File: src/rtl/shift_sequencer_arb_pkg.sv
// Shared definitions for the shift sequencer: shift-register select codes
// and the sequencer FSM state encoding.
package shift_sequencer_arb_pkg;

    // Select codes driven to the external shift register
    typedef enum logic [1:0] {
        SEL_HOLD  = 2'b00,
        SEL_RIGHT = 2'b01,
        SEL_LEFT  = 2'b10,
        SEL_LOAD  = 2'b11
    } sh_sel_e;

    // Sequencer FSM states
    typedef enum logic [1:0] {
        ST_IDLE  = 2'b00,
        ST_LOAD  = 2'b01,
        ST_SHIFT = 2'b10,
        ST_DONE  = 2'b11
    } state_e;

endpackage

File: src/rtl/shift_arb_rr2.sv
// Two-requester arbiter. Requests are first qualified by the eligibility
// mask. On a tie the requester selected by pointer wins. Output is one-hot,
// or all zero when nothing is eligible.
module shift_arb_rr2 (
    input  logic [1:0] req,
    input  logic       pointer,
    input  logic [1:0] mask,
    output logic [1:0] winner
);

    logic [1:0] elig;

    // Pick a single winner among the eligible requests
    always_comb begin
        elig   = req & mask;
        winner = 2'b00;
        case (elig)
            2'b01:   winner = 2'b01;
            2'b10:   winner = 2'b10;
            2'b11:   winner = pointer ? 2'b10 : 2'b01;
            default: winner = 2'b00;
        endcase
    end

endmodule

File: src/rtl/shift_sequencer_arb.sv
// Shift sequencer with two requesters. Grants one job at a time, loads the
// external shift register, shifts it AMT times in the requested direction
// and captures the result.
// Optional macro SHIFT_ARB_RR_EN: round-robin arbitration between the two
// requesters; undefined gives fixed priority with requester 0 winning ties.
//
// Handshake: a requester holds REQ high (level) until it is granted; the
// operands are sampled at the grant edge only. DONE(i) pulses for one
// cycle after the job, during which requester i cannot be granted again;
// the requester drops REQ in the cycle after DONE(i). Dropping REQ earlier
// does not cancel a job that is already granted.
module shift_sequencer_arb
    import shift_sequencer_arb_pkg::*;
#(
    parameter int DW = 32,
    parameter int SW = 5
) (
    input  logic          CLK,
    input  logic          RST,
    input  logic          REQ0,
    input  logic          REQ1,
    input  logic [DW-1:0] DATA0,
    input  logic [DW-1:0] DATA1,
    input  logic [SW-1:0] AMT0,
    input  logic [SW-1:0] AMT1,
    input  logic          LNR0,
    input  logic          LNR1,
    output logic [1:0]    GNT,
    output logic          DONE0,
    output logic          DONE1,
    output logic [DW-1:0] RESULT,
    output logic          BUSY,
    output logic [DW-1:0] SH_DATA,
    output logic [1:0]    SH_SEL,
    input  logic [DW-1:0] SH_RESULT
);

    state_e        state;
    state_e        next_state;
    logic [SW-1:0] cnt;
    logic [DW-1:0] op_data;
    logic          op_lnr;
    logic [1:0]    gnt;
    logic [1:0]    done_q;
    logic [DW-1:0] result;
    logic          ptr;
    logic [1:0]    win;
    logic          take;
    logic [1:0]    sel;

    // A requester whose DONE is showing is masked for that cycle
    shift_arb_rr2 u_arb (
        .req     ({REQ1, REQ0}),
        .pointer (ptr),
        .mask    (~done_q),
        .winner  (win)
    );

    assign take = (state == ST_IDLE) && (win != 2'b00);

    // State register
    always_ff @(posedge CLK or posedge RST) begin
        if (RST) state <= ST_IDLE;
        else     state <= next_state;
    end

    // Next-state and shift-register select decode
    always_comb begin
        next_state = state;
        sel        = SEL_HOLD;
        case (state)
            ST_IDLE: begin
                if (take) next_state = ST_LOAD;
            end
            ST_LOAD: begin
                sel        = SEL_LOAD;
                next_state = (cnt != '0) ? ST_SHIFT : ST_DONE;
            end
            ST_SHIFT: begin
                sel = op_lnr ? SEL_LEFT : SEL_RIGHT;
                // Counter hits zero on this edge: that was the last shift
                if (cnt == SW'(1)) next_state = ST_DONE;
            end
            ST_DONE: begin
                next_state = ST_IDLE;
            end
            default: next_state = ST_IDLE;
        endcase
    end

    // Job operands, counter, grant, completion pulse and result capture
    always_ff @(posedge CLK or posedge RST) begin
        if (RST) begin
            cnt     <= '0;
            op_data <= '0;
            op_lnr  <= 1'b0;
            gnt     <= 2'b00;
            done_q  <= 2'b00;
            result  <= '0;
        end else begin
            done_q <= 2'b00;
            if (take) begin
                op_data <= win[1] ? DATA1 : DATA0;
                cnt     <= win[1] ? AMT1  : AMT0;
                op_lnr  <= win[1] ? LNR1  : LNR0;
                gnt     <= win;
            end
            if (state == ST_SHIFT) cnt <= cnt - SW'(1);
            if (state == ST_DONE) begin
                result <= SH_RESULT;
                gnt    <= 2'b00;
                done_q <= gnt;
            end
        end
    end

    // Round-robin pointer: after a grant it points at the other requester
    always_ff @(posedge CLK or posedge RST) begin
        if (RST) begin
            ptr <= 1'b0;
        end else begin
`ifdef SHIFT_ARB_RR_EN
            if (take) ptr <= win[0];
`else
            ptr <= 1'b0;
`endif
        end
    end

    assign GNT     = gnt;
    assign DONE0   = done_q[0];
    assign DONE1   = done_q[1];
    assign RESULT  = result;
    assign BUSY    = (state != ST_IDLE);
    assign SH_DATA = op_data;
    assign SH_SEL  = sel;

endmodule

File: config.mk
export PLATFORM = sky130hd
export DESIGN_NAME = shift_sequencer_arb
export DESIGN_NICKNAME = d
export VERILOG_FILES = /design/src/rtl/shift_sequencer_arb_pkg.sv /design/src/rtl/shift_arb_rr2.sv /design/src/rtl/shift_sequencer_arb.sv
export SDC_FILE = /design/constraint.sdc
export NUM_CORES = 1
export LEC_CHECK = 0
export CORE_UTILIZATION = 60
export CTS_BUF_LIST = sky130_fd_sc_hd__clkbuf_4 sky130_fd_sc_hd__clkbuf_8
export DETAILED_ROUTE_END_ITERATION = 12
export DONT_BUFFER_PORTS = 1
export PLACE_DENSITY = 0.76
export SETUP_SLACK_MARGIN = 0.2
export SYNTH_ARGS = -nofsm -noshare
export SYNTH_HDL_FRONTEND = slang
export SYNTH_SLANG_ARGS = --single-unit
File: constraint.sdc
create_clock -name CLK -period 6.3 [get_ports CLK]
set_clock_uncertainty 0.1 [all_clocks]
set_input_delay 0.945 -clock CLK [delete_from_list [all_inputs] [get_ports CLK]]
set_output_delay 0.945 -clock CLK [all_outputs]
set_load 0.01 [all_outputs]
==> summary.txt <==
Outcome
  – Status: complete, no violations

Drt
  – DR vias/cell: 5.86
  – Final WL: 6710 um
  – Initial drt markers: 94
  – Final ANT Viol Nets: 0
  – Avg WL per Cell: 18.5 um
  – DR DRC count: 0
  – Pre-antenna DRT Iters: 6
  – Routed via count: 2123

Setup path
  – Worst-path maximum fanout: 8
  – Startpoint types: register
  – Most used cell, CP: inv_1
  – Slowest cell on crit path: dfrtp_1
  – Worst EP required: roughly 5.3 ns
  – CP delay by family, top: flip-flops
  – Crit Path Category: reg -> out
  – Arrival @ worst endpoint: 1.68 ns
  – Critical path cell sequence: inv_1 -> ha_1 -> inv_1 -> nor2_1 -> o21a_1
  – Crit end category: output port
  – Buf+Inv Stages, Crit Path: 2
  – Slowest cell delay on critical path: 0.43 ns

Power
  – Peak VDD IR: 0.347 mV
  – Cell leakage power: approximately 1.8 nW
  – PD cells: 544 nW/um2
  – Clock share of power: 0.203
  – Switch share: 0.382
  – Sequential power share: 0.507
  – NetSw: between 0.7 and 0.8 mW
  – Combinational power share: 0.290
  – Total internal power: between 1 and 1.5 mW
  – Total Power: about 2 mW

Cells and area
  – Final cell count without fillers: 362
  – Most frequent cells in the layout: 76 x dfrtp_1, 40 x nand2_1, 37 x o21ai_0
  – Final-stage net count: 403
  – Share of cells above drive strength 1: 0.197
  – Final Instance Area: roughly 3700 um2
  – Fin util: 0.667
  – Commonest non-fill, non-tap cell in the layout: dfrtp_1
  – Area Growth Syn to Fin: 7.70%
  – # diodes: 0

Timing
  – RSZ-0062 raised after global routing: false
  – Worst slew pin tran: around 0.83 ns
  – Tmin final: between 2 and 3 ns
  – Setup Viol. Count Final: 0
  – Setup ws final: ~3.6 ns
  – Hold Slack: 0.278 ns
  – Endpoints failing hold: 0
  – Tcrit/Tclk final: 0.432
  – Max-slew headroom: 0.445
  – Final slew viol count: 0
  – Peak Freq: 367 MHz
  – TNS Setup: 0 ns

Logic synthesis
  – Post-synthesis net count: 406
  – Register area share after synthesis: 0.558
  – Syn_area_per_cell: about 12 um2
  – #FFs+latches synth: 76
  – Ys flop type: dfrtp_1
  – Area leader, netlist: dfrtp_1
  – Synth warnings: 0
  – Largest cells by area after synthesis: dfrtp_1 56%, mux2_2 11%, mux2i_1 11%
  – Synth top area share: 0.558
  – Synthesized area: about 3400 um2
  – Cell count after synthesis: around 290
  – Post-synth EDFFs: 0
  – Cell variety after synth: 35
  – Async S/R FF share, synth: 1.00

Floorplanning
  – Core area: 5510 um2
  – Die W: 77.4 um
  – Row count: 27
  – Initial cell density of the core: 0.619
  – Number of top-level pins: around 180
  – Die ar.: 5990 um2
  – DIE HEIGHT: between 70 and 80 um

Placed design
  – I/O Buffers: 0
  – Pre-CTS setup slack: 3.58 ns
  – Final HPWL DP: 4980 um
  – Placed cells: around 350
  – Dpl cell area: roughly 3400 um2
  – GPL Wtd Cong: slightly below 0.8

Clock tree
  – Num CTS Buffers: 9
  – Clk_lat worst skew: 0.33 ns
  – Clock buffer depth: 2
  – Clock sink count: 76
  – CTS Hold Buffers Added: 0
  – CTS root buffer: clkbuf_8
  – Clk pin slew, worst setup/hold paths: 0.08 ns
  – Setup Buffers After CTS: 0
  – CTS tree: built
  – Htree depth: 3
  – Post-CTS sizing: 0

Global routing
  – Pin count of the biggest net entering global routing: just under 70
  – Vias in the first global route: 2123
  – Busiest layer in global routing: met2
  – First-pass GRT wire length: 10600 um
  – Met2 usage: 0.410
  – Met1 GRT Util: 0.275
  – GRT met3 Usage: 0.0612
  – Total track usage: 0.234
  – GR Overflow Total: 0
  – Antenna violations before repair: 0

Flow run
  – Max Cap Viol: 0

Worst hold path
  – Worst hold path type: in -> async
## state kept, by name, indices dropped and copies added (netlist names)
name,flops
RESULT,32
SH_DATA,32
cnt,5
GNT,2
done_q,2
state,2
op_lnr,1
## layout make-up
| type | count | area [um2] |
|---|---|---|
| Timing Repair Buffer | 3 | 22.5 |
| Clock inverter | 7 | 101 |
| Sequential cell | 76 | 1900 |
| Clock buffer | 9 | 124 |
| Multi-Input combinational cell | 188 | 1410 |
| Tap cell | 72 | 90.1 |
| Fill cell | 418 | 1830 |
| Inverter | 7 | 26.3 |
## power groups by stage
stage                     Sequential (mW)  Clock (mW)  Combinational [mW]
after floorplan                     0.963           0               0.500
after global placement               1.02           0               0.553
after detailed placement             1.03           0               0.585
after CTS                            1.02       0.414               0.589
after global routing                 1.04       0.440               0.659
final                                1.01       0.405               0.578
## synth_stat cells (2+ instances only)
| library cell | count |
|---|---|
| a21oi_1 | 3 |
| a31oi_1 | 2 |
| a32oi_1 | 2 |
| and2_1 | 2 |
| buf_2 | 5 |
| buf_4 | 3 |
| clkbuf_1 | 7 |
| dfrtp_1 | 76 |
| ha_1 | 6 |
| inv_1 | 7 |
| mux2_2 | 33 |
| mux2i_1 | 36 |
| nand2_1 | 40 |
| nand2b_1 | 2 |
| nor2_1 | 4 |
| nor2b_1 | 3 |
| nor4b_1 | 2 |
| o21a_1 | 2 |
| o21ai_0 | 37 |
## final timing paths
| path | cells after the start | slack, ns | endpoint | from |
|---|---|---|---|---|
| max reg2reg | 4 | 4.07 | cnt[3]$_DFFE_PP0P_ | done_q[1]$_DFF_PP0_ |
| max in group asynchronous | 2 | 4.76 | SH_DATA[27]$_DFFE_PP0P_ | RST |
| max | 5 | 3.58 | SH_SEL[0] | state[0]$_DFFE_PP0P_ |
| min in group CLK | 2 | 0.43 | op_lnr$_DFFE_PP0P_ | op_lnr$_DFFE_PP0P_ |
| min | 1 | 0.28 | RESULT[7]$_DFFE_PP0N_ | RST |
| min reg2reg | 2 | 0.43 | op_lnr$_DFFE_PP0P_ | op_lnr$_DFFE_PP0P_ |
## kinds of logic (layout without fill, tap and decap cells)
kind of cell             count (synthesis)  after routing  synth area share
flip-flops                              76             76             0.558
adder cells (fa/ha/maj)                  6              6            0.0220
multiplexers                            69             69             0.215
buffers and inverters                   24             26            0.0319
AO/OA/AOI/OAI                           54             54            0.0928
AND/OR/NAND/NOR                         59             59            0.0811
## layer usage
layer	wire length, um	share of wire
met3	478	0.071
met5	0	0
met1	2540	0.38
met2	3610	0.54
met4	75	0.011
Note: power is estimated with default switching activity, not from simulation.
==> patch (same settings) <==
Add a define of `SHIFT_ARB_RR_EN`.
--- a/src/rtl/shift_sequencer_arb.sv
+++ b/src/rtl/shift_sequencer_arb.sv
@@ -9,6 +9,8 @@
 // cycle after the job, during which requester i cannot be granted again;
 // the requester drops REQ in the cycle after DONE(i). Dropping REQ earlier
 // does not cancel a job that is already granted.
+`define SHIFT_ARB_RR_EN
+
 module shift_sequencer_arb
     import shift_sequencer_arb_pkg::*;
 #(
Formal check against the unedited RTL: not equivalent (Yosys sat finds a counterexample within 10 cycles, from zero or initial values and one cycle with RST high).
==> patch against the unedited design <==
Cell area grew 1.1%; sequential cell count grew 1; critical endpoint unchanged; non-clock buffer count grew 1; power grew 4.8%; worst setup slack lost 0.032 ns; largest cell class unchanged; utilization grew 0.34 points; via count grew 0.28%; area after synthesis grew 1.8%; highest routed layer unchanged; routed wire length shrank 1.7%.
==> patch: results (changes against the unedited design) <==
| Metric | Value |
|---|---|
| Synth warn | `0 (unchanged)` |
| Vias/cell | `5.865 (about the same)` |
| Placed Area | `0.003496 mm² (+1.4%)` |
| Leakage | `1.663 nW (-5.2%)` |
| Synth cell types | `39 (+11%)` |
| Clk_lat worst skew | `0.34 ns` |
| Met1 WL | `2570 µm (+1.1%)` |
| Num CTS Buffers | `9 (unchanged)` |
| Worst R2R End | `cnt[3]` |
| Post-detailed-route wirelength per cell | `18.17 µm (-2.0%)` |
| Post-DP HPWL | `4724 µm (-5.2%)` |
| Sw frac | `38.24% (about the same)` |
| Max VDD drop | `0.0003091 V (-11%)` |
| CP Max Fanout | `8 (unchanged)` |
| Outcome | `complete, no violations` |
| R2R depth | `5 (+1)` |
| Met3 wire len | `513 µm (+7.3%)` |
| Diode count | `0 (unchanged)` |
| Synth area leaders | `dfrtp_1, mux2i_1, mux2_2, o21ai_1, nand2_1` |
| Worst-path clk slew | `approximately 0.09 ns` |
| CP max stage cell | `dfrtp_1` |
| First-pass GRT wire length | `10320 µm (-2.4%)` |
| H-tree levels | `3 (unchanged)` |
| CTS max path bufs | `2 (unchanged)` |
| Detailed Routing Iterations Pass 1 | `4 (-2)` |
| Largest net degree at the start of global routing | `74 (+7.2%)` |
| Total GRT Usage | `22.44% (-0.91 points)` |
| Final GP Congestion | `0.7430 (-3.8%)` |
| HP Class | `primary input to asynchronous set/reset pin` |
| Post-synth top cells | `dfrtp_1, mux2i_1, nand2_1` |
| Wire length on met2 | `3388 µm (-6.2%)` |
| Initial antenna violation count | `0 (unchanged)` |
| Sequential-to-total area share from yosys stat | `55.50% (-0.26 points)` |
| Worst Tran Pin Value | `0.6764 ns (-0.1560 ns)` |
| Setup Buffers After CTS | `0 (unchanged)` |
| Post-CTS Resized | `0 (unchanged)` |
| CTS root buf | `clkbuf_8` |
| Reg2reg setup slack | `4.28 ns (+0.21 ns)` |
| CP peak stage delay | `roughly 0.42 ns` |
| PortBufs | `0 (unchanged)` |
| Iter 0 DRT Violations | `106 (+13%)` |
| Layout cells sized above 1 | `20.62% (+0.96 points)` |
| Vias in the first global route | `2163 (+1.9%)` |
| FFs w/ async S/R, synth | `100.0% (unchanged)` |
| Worst R2R Start | `done_q[1]` |
| Top Layer Used | `met4` |
| Mapped Nets | `406 (unchanged)` |
| Critical path data arrival time | `1.71 ns (+0.03 ns)` |
[patch: cells by family (layout without fill, tap and decap cells)]
| group | Yosys count | after routing | share of synthesized area, % |
|---|---|---|---|
| compound gates | 56 | 56 | 9.622 |
| simple gates | 50 | 50 | 6.450 |
| flops | 77 | 77 | 55.50 |
| xor+xnor | 1 | 1 | 0.2523 |
| buf+inv | 25 | 29 | 4.000 |
| mux | 71 | 71 | 21.66 |
| fa+ha+maj | 7 | 7 | 2.522 |
[patch: worst max-delay path, delay by kind of cell, from the launching register on]
family,cells,cell delay (ns)
DFF,1,0.42
buffers and inverters,2,0.34
adders and majority gates,1,0.31
AOI/OAI and AO/OA,1,0.18
and+or+nand+nor,1,0.12
[patch: worst max-delay path by stage]
| stage | depth (start not counted) | slack, ns | startpoint | end |
|---|---|---|---|---|
| after detailed placement | 5 | 3.80 | REQ1 | cnt[3] |
| after global placement | 5 | 3.87 | REQ1 | cnt[0] |
| after floorplan | 1 | 3.29 | RST | GNT[0] |
| after CTS | 5 | 3.54 | state[0] | SH_SEL[0] |
| after global routing | 5 | 3.41 | state[0] | SH_SEL[0] |
| final | 5 | 3.54 | state[0] | SH_SEL[0] |
[patch: through the flow]
step	worst slack (ns)	instances	hold slack (ns)
finish	3.544	363	0.3858
global route	3.413	363	0.4162
CTS	3.538	363	0.3925
detailed placement	3.795	347	0.3992
global placement	3.865	347	0.3890
floorplan	3.288	287	0.3727
[patch: layout make-up]
type	count	area, µm²
flip-flops and latches	77	1927
multi-input cells	185	1414
inverters	9	35.03
clock buffers	10	131.4
repair buffers	4	30.03
clock inverters	6	87.58
fillers	438	1826
well taps	72	90.09
[patch: metal layers]
layer | track usage, % | vias to the layer above
met2 | 37.81 | 100
met3 | 7.209 | 13
met4 | 10.00 | 0
met1 | 26.20 | 1014
met5 | 0 | -
li1 | - | 1002
[patch: power groups by stage]
stage	Combinational (mW)	Sequential, mW	Clock (mW)
after detailed placement	0.674	1.04	0
after floorplan	0.591	0.979	0
final	0.665	1.02	0.405
after CTS	0.673	1.03	0.413
after global placement	0.637	1.03	0
after global routing	0.751	1.06	0.436
